===== config.mk =====
export PLATFORM = sky130hd
export DESIGN_NAME = reg_dump_reader_flat
export DESIGN_NICKNAME = d
export VERILOG_FILES = /design/src/rtl/reg_dump_reader_if.sv /design/src/rtl/reg_dump_reader.sv /design/src/flat_wrapper.sv
export SDC_FILE = /design/constraint.sdc
export NUM_CORES = 1
export LEC_CHECK = 0
export ABC_AREA = 1
export BUFFER_PORTS_ARGS = -buffer_cell sky130_fd_sc_hd__buf_2
export CAP_MARGIN = 15
export CORE_MARGIN = 4
export CORE_UTILIZATION = 51
export DETAILED_ROUTE_END_ITERATION = 16
export PLACE_DENSITY = 0.8
export SYNTH_ARGS = -nofsm -noshare
export SYNTH_HDL_FRONTEND = slang
export SYNTH_SLANG_ARGS = --single-unit

===== constraint.sdc =====
create_clock -name clk -period 1.9 [get_ports clk]
set_clock_uncertainty 0.1 [all_clocks]
set_input_delay 0.19 -clock clk [delete_from_list [all_inputs] [get_ports clk]]
set_output_delay 0.19 -clock clk [all_outputs]
set_load 0.02 [all_outputs]

===== src/rtl/reg_dump_reader_if.sv =====
// Bus bundle for reg_dump_reader: dump control, register-file read port,
// output word stream with handshake, and status.
interface reg_dump_reader_if #(
  parameter int DATA_W = 8,
  parameter int ADDR_W = 3
);
  logic              start;
  logic              abort;
  logic [ADDR_W-1:0] first_reg;
  logic [ADDR_W-1:0] last_reg;
  logic [ADDR_W-1:0] rd_reg_num;
  logic [DATA_W-1:0] rd_data;
  logic              out_valid;
  logic              out_ready;
  logic [DATA_W-1:0] out_data;
  logic [ADDR_W-1:0] out_idx;
  logic              out_last;
  logic              busy;
  logic              done;
  logic [DATA_W-1:0] checksum;

  modport master (
    input  start, abort, first_reg, last_reg, rd_data, out_ready,
    output rd_reg_num, out_valid, out_data, out_idx, out_last, busy, done, checksum
  );

  modport slave (
    output start, abort, first_reg, last_reg, rd_data, out_ready,
    input  rd_reg_num, out_valid, out_data, out_idx, out_last, busy, done, checksum
  );
endinterface


===== src/rtl/reg_dump_reader.sv =====
// Walks a register-file index range (wrapping modulo 2^ADDR_W), streams each
// value out over a valid/ready handshake and keeps a running checksum.
module reg_dump_reader #(
  parameter int DATA_W = 8,
  parameter int ADDR_W = 3
) (
  input  logic                clk,
  input  logic                rst,
  reg_dump_reader_if.master   bus
);

  typedef enum logic [1:0] {IDLE, FETCH, SEND, DONE} state_t;

  state_t            r_state;
  state_t            w_next;
  logic [ADDR_W-1:0] r_cur_idx;
  logic [ADDR_W-1:0] r_end_idx;
  logic [ADDR_W-1:0] r_rd_reg_num;
  logic [DATA_W-1:0] r_out_data;
  logic [ADDR_W-1:0] r_out_idx;
  logic              r_out_last;
  logic [DATA_W-1:0] r_checksum;
  logic              w_xfer;

  assign w_xfer = (r_state == SEND) && bus.out_ready && !bus.abort;

  always_comb begin
    w_next = r_state;
    case (r_state)
      IDLE:  if (bus.start) w_next = FETCH;
      FETCH: w_next = SEND;
      SEND:  if (bus.out_ready) w_next = r_out_last ? DONE : FETCH;
      DONE:  w_next = IDLE;
      default: w_next = IDLE;
    endcase
    if (bus.abort && r_state != IDLE) w_next = IDLE;
  end

  always_ff @(posedge clk) begin
    if (rst) begin
      r_state      <= IDLE;
      r_cur_idx    <= '0;
      r_end_idx    <= '0;
      r_rd_reg_num <= '0;
      r_out_data   <= '0;
      r_out_idx    <= '0;
      r_out_last   <= 1'b0;
      r_checksum   <= '0;
    end else begin
      r_state <= w_next;
      if (r_state == IDLE && bus.start) begin
        r_cur_idx  <= bus.first_reg;
        r_end_idx  <= bus.last_reg;
        r_checksum <= '0;
      end
      // The read index keeps tracking FETCH even when aborted; only the captured word is dropped.
      if (r_state == FETCH) begin
        r_rd_reg_num <= r_cur_idx;
        if (!bus.abort) begin
          r_out_data <= bus.rd_data;
          r_out_idx  <= r_cur_idx;
          r_out_last <= (r_cur_idx == r_end_idx);
        end
      end
      if (w_xfer) begin
        r_checksum <= r_checksum + r_out_data;
        if (!r_out_last) r_cur_idx <= r_cur_idx + 1'b1;
      end
    end
  end

  assign bus.rd_reg_num = (r_state == FETCH) ? r_cur_idx : r_rd_reg_num;
  assign bus.out_valid  = (r_state == SEND);
  assign bus.out_data   = r_out_data;
  assign bus.out_idx    = r_out_idx;
  assign bus.out_last   = r_out_last;
  assign bus.busy       = (r_state != IDLE);
  assign bus.done       = (r_state == DONE);
  assign bus.checksum   = r_checksum;

endmodule


===== src/flat_wrapper.sv =====
// flat-port wrapper written by rule: the top's interface ports become plain ports
module reg_dump_reader_flat 
#(
  parameter int DATA_W = 8,
  parameter int ADDR_W = 3
)
  (clk, rst, bus_start, bus_abort, bus_first_reg, bus_last_reg, bus_rd_data, bus_out_ready, bus_rd_reg_num, bus_out_valid, bus_out_data, bus_out_idx, bus_out_last, bus_busy, bus_done, bus_checksum);
  reg_dump_reader_if #(.DATA_W(DATA_W), .ADDR_W(ADDR_W)) bus_i ();
  input  logic clk;
  input  logic rst;
  input wire logic [$bits(bus_i.start)-1:0] bus_start;
  input wire logic [$bits(bus_i.abort)-1:0] bus_abort;
  input wire logic [$bits(bus_i.first_reg)-1:0] bus_first_reg;
  input wire logic [$bits(bus_i.last_reg)-1:0] bus_last_reg;
  input wire logic [$bits(bus_i.rd_data)-1:0] bus_rd_data;
  input wire logic [$bits(bus_i.out_ready)-1:0] bus_out_ready;
  output wire logic [$bits(bus_i.rd_reg_num)-1:0] bus_rd_reg_num;
  output wire logic [$bits(bus_i.out_valid)-1:0] bus_out_valid;
  output wire logic [$bits(bus_i.out_data)-1:0] bus_out_data;
  output wire logic [$bits(bus_i.out_idx)-1:0] bus_out_idx;
  output wire logic [$bits(bus_i.out_last)-1:0] bus_out_last;
  output wire logic [$bits(bus_i.busy)-1:0] bus_busy;
  output wire logic [$bits(bus_i.done)-1:0] bus_done;
  output wire logic [$bits(bus_i.checksum)-1:0] bus_checksum;
  assign bus_i.start = bus_start;
  assign bus_i.abort = bus_abort;
  assign bus_i.first_reg = bus_first_reg;
  assign bus_i.last_reg = bus_last_reg;
  assign bus_i.rd_data = bus_rd_data;
  assign bus_i.out_ready = bus_out_ready;
  assign bus_rd_reg_num = bus_i.rd_reg_num;
  assign bus_out_valid = bus_i.out_valid;
  assign bus_out_data = bus_i.out_data;
  assign bus_out_idx = bus_i.out_idx;
  assign bus_out_last = bus_i.out_last;
  assign bus_busy = bus_i.busy;
  assign bus_done = bus_i.done;
  assign bus_checksum = bus_i.checksum;
  reg_dump_reader #(.DATA_W(DATA_W), .ADDR_W(ADDR_W)) u_core (.clk(clk), .rst(rst), .bus(bus_i));
endmodule

After elaboration in Yosys (flattened, before gate mapping)
Cells that the tools add are included.
Widths: inputs -> output; s select.
Cells by class
  add/sub/neg operators: 2
  equality and inequality tests: 6
  mux-type cells: 10
  bitwise logic cells: 1
  reductions and logical operators: 11
Operators with widths (number)
  $mux 8: 2
  $mux 3: 4
  $add 8x8->8: 1
  $pmux 2 s4: 1
  $mux 2: 3
  $eq 2x2->1 const B: 2
  $logic_and 1x1->1: 4
  $ne 2x2->1 const B: 2
  $reduce_and 2->1: 2
  $reduce_bool 2->1: 2
  $add 3x1->3 const B: 1
  $eq 3x3->1: 1
  $eq 2x1->1 const B: 1
  $logic_not 2->1: 1
  $reduce_or 2->1: 1
  $logic_not 1->1: 1
  $not 1->1: 1
Storage, ports and cells
  register bits: 31
  input bits: 19
  logic and storage cells: 38

Depth between registers and ports, before layout
  depth in word-level cells: 5
  mapped depth: 8

Worst setup path before layout
Ideal clock, no wire load.
  path type: flip-flop to flip-flop
  start: register u_core.r_checksum[0], in the netlist u_core.bus.checksum[0]
  end: register u_core.r_checksum[4], in the netlist u_core.bus.checksum[4]
  library setup time: 0.071 ns
  arrival time: 1.470 ns
  required time: 1.729 ns
  setup slack: 0.259 ns
  cell stages (with the launch flop): 8
  buffers on the path: 0
  period minus slack after synthesis: 1.641 ns
  path through: dfxtp_1 ha_1 fa_1 a21oi_1 nor2_1 nor2_1 nand2_1 a21oi_1
On the way
  word-level cells in the longest chain between the ends: 2
Ends and longest elaborated chain
  start, declared: RTL line reg_dump_reader.sv:22  | logic [DATA_W-1:0] r_checksum;
  start signal, assigned: RTL line reg_dump_reader.sv:66  | r_checksum <= r_checksum + r_out_data;
  $add 8x8->8: RTL line reg_dump_reader.sv:66
  $mux 8: RTL line reg_dump_reader.sv:65  | if (w_xfer) begin
No other way between the ends.
A chain may end at the register's enable or synchronous reset.

Final worst setup path
  start: register u_core.r_state[1]
  end: output bus_rd_reg_num[0]
On the way
  word-level cells in the longest chain between the ends: 2
Ends and longest elaborated chain
  start, declared: RTL line reg_dump_reader.sv:14  | state_t r_state;
  start signal, assigned: RTL line reg_dump_reader.sv:50  | r_state <= w_next;
  $eq 2x1->1: RTL line reg_dump_reader.sv:72  | assign bus.rd_reg_num = (r_state == FETCH) ? r_cur_idx : r_rd_reg_num;
  $mux 3
  end, declared: RTL line flat_wrapper.sv:17  | output wire logic [$bits(bus_i.rd_reg_num)-1:0] bus_rd_reg_num;
No other way between the ends.

==> run summary <==
Status - completed
Period minus WS final - 1710 ps
Std-Cell Rows - 19
Endpoint class of the critical path - output port
Vias per cell - 5.07
Die height - 63.6 um
Critical path type - reg -> out
CTS root buffer - clkbuf_4
CTS buffer count - 5
Sequential area share after synthesis - 0.394
Leak Pwr - 0.00105 uW
Layout Utilization - 0.678
Detailed placer's ending HPWL - 2620 um
Clk_lat worst skew - 320 ps
WL final - 3680 um
Pre-CTS setup slack - 266 ps
Synth Area in Simple Gates - 0.279
Worst path required time - 1610 ps
Initial Util - 0.553
Maximum vdd ir drop - 593 uV
Multiplexer share of the synthesized area - 0
PD cells - 691 mW/mm^2
Commonest register cell after synthesis - dfxtp_1
Post-synth top cells - 49 x nand2_1, 31 x dfxtp_1, 30 x nor2_1, 22 x a21oi_1, 20 x inv_1
Routed WL per cell - 12.0 um
Crit start category - register
Tightest Pin Transition - 455 ps
Synth Area in Compound Gates - 0.140
Mapped cell area - 0.00158 mm^2
Core box area - 0.00285 mm^2
GRT overflow - 0
Final setup TNS - 0 ps
Crit-path max cell delay - 430 ps
TritonCTS clock tree - built
Initial antenna violation count - 0
Hold slack - 14.4 ps
Yosys top cell area share - 0.394
First-pass GRT wire length - 6330 um
Total GRT Usage - 0.196
Part of the cycle the worst path needs - 0.901
Post-Synth Adder-Cell Area - 0.0762
Main area contributors after synthesis - dfxtp_1 39%, nand2_1 12%, nor2_1 7.1%, a21oi_1 7.0%, ha_1 6.3%
GPL Wtd Cong - 0.851
CP Max Fanout - 4
Clk slew on worst S/H paths - 90 ps
Setup violators final - 0
Post-route ant nets - 0
Cell taking the most area after synthesis - dfxtp_1
Most numerous cell in the Yosys netlist - nand2_1
Fin. Hold Viols - 0
CP max-delay cell - dfxtp_1
Die area - 0.00404 mm^2
Maximum buffer depth of the clock tree - 2
Vias in the first global route - 1472
Post-synthesis cell type count - 21
Synth Area per Inst - 7.20 um^2
H-tree level count - 2
Critical-path cell list - nor2_4 -> or2_2 -> o21ai_0 -> inv_1 -> buf_2
NumNets Final - 302
Overall power - 1340 uW
Post-CTS Repair Setup Buffers - 0
I/O Pins - 45
Port Buf Inserts - 44
Post-route DRC - 0
Slew headroom - 0.696
Worst Hold Class - in -> reg
Layout cell share with drive strength beyond 1 - 0.244
Ys async rst share - 0
Max cap viols - 0
Xor-xnor portion of the synthesized cell area - 0.0278
Area Overhead vs Synth - 22.6%
Largest family of logic cells by synthesized area - simple AND/OR/NAND/NOR gates
Post-synth EDFFs - 0
Syn nets - 247
# diodes - 0
Final worst slack - 189 ps
YS warnings - 0
Post-Synthesis Cells - 219
WP data arrival - 1420 ps
Drt first pass iters - 4
Slew Limit Fails - 0
RSZ-0062 raised after global routing - no
Die width - 63.6 um
Fmax achieved - 584 MHz
Pin count of the biggest net entering global routing - 17
Via count - 1552
Initial DRC Count - 44
Yosys reg bits - 31
Clk sink count - 31
## state kept, by name, summed over array words and instances (netlist names)
name	flops
u_core.bus.checksum	8
u_core.bus.out_data	8
u_core.bus.out_idx	3
u_core.r_cur_idx	3
u_core.r_end_idx	3
u_core.r_rd_reg_num	3
u_core.r_state	2
u_core.bus.out_last	1
## path summary, 6_finish.rpt
path / start / to / slack (ps) / depth (start not counted)
setup reg to reg: u_core.bus.checksum[0]$_SDFFE_PP0P_ / u_core.bus.checksum[4]$_SDFFE_PP0P_ / 200 / 7
setup / recovery: u_core.r_state[1]$_SDFFE_PP0P_ / bus_rd_reg_num[0] / 190 / 5
hold / removal: bus_last_reg[0] / u_core.r_end_idx[0]$_SDFFE_PP0N_ / 10 / 3
hold reg to reg: u_core.bus.out_idx[0]$_SDFFE_PP0P_ / u_core.bus.out_idx[0]$_SDFFE_PP0P_ / 370 / 2
## stage by stage
| stage | cell area [um^2] | instances |
|---|---|---|
| after floorplan | 1580 | 219 |
| after global placement | 1810 | 291 |
| after detailed placement | 1810 | 291 |
| after CTS | 1930 | 306 |
| after global routing | 1930 | 306 |
| final | 1930 | 306 |
## cell type report
class	instances	area, um^2
fillers	264	920
multi-input cells	157	825
flip-flops and latches	31	621
repair buffers	52	298
inverters	27	101
clock buffers	7	45.0
well taps	31	38.8
clock inverters	1	5.00
## placed cells by master, fill, tap and decap left out
master,instances
nor2_1,30
buf_2,44
nand4_1,1
clkbuf_4,5
nor2_4,4
inv_2,7
a21oi_1,22
o21ai_0,15
clkinv_2,1
nor3_1,1
buf_4,1
or2_2,3
fa_1,1
xor2_1,1
nand3_4,1
inv_1,20
nand2_2,1
dfxtp_1,31
o21ai_1,7
ha_1,8
clkbuf_1,2
nand3_1,9
nand2_1,49
dlygate4sd3_1,7
xnor2_1,4
## report_power, final
group / switching [uW] / internal, uW / total (uW)
registers: 32.2 / 684 / 717
clock network: 216 / 144 / 361
logic: 158 / 102 / 259
## layer usage
layer | global-route usage | wire, um | up-vias
met2 | 0.326 | 1770 | 47
li1 | - | - | 812
met4 | 0.0970 | 50 | 0
met5 | 0 | 0 | -
met1 | 0.234 | 1650 | 687
met3 | 0.0462 | 218 | 6
## cell families (layout without fill, tap and decap cells)
family | count (synthesis) | in the layout
and+or+nand+nor | 99 | 99
adders and majority gates | 9 | 9
xor gates and xnor gates | 5 | 5
AOI/OAI and AO/OA | 44 | 44
buffers and inverters | 31 | 87
DFF | 31 | 31
## what timing repair did
action | CTS | global route
gates resized for setup | 0 | 0
hold endpoints to repair | 7 | 0
hold buffers | 7 | 0
## worst max-delay path, delay by kind of cell (launching register included)
kind                   cells  cell delay (ps)
buffers and inverters      2              230
AND/OR/NAND/NOR            2              340
AO/OA/AOI/OAI              1              100
flip-flops                 1              430
Note: power is estimated with default switching activity, not from simulation.
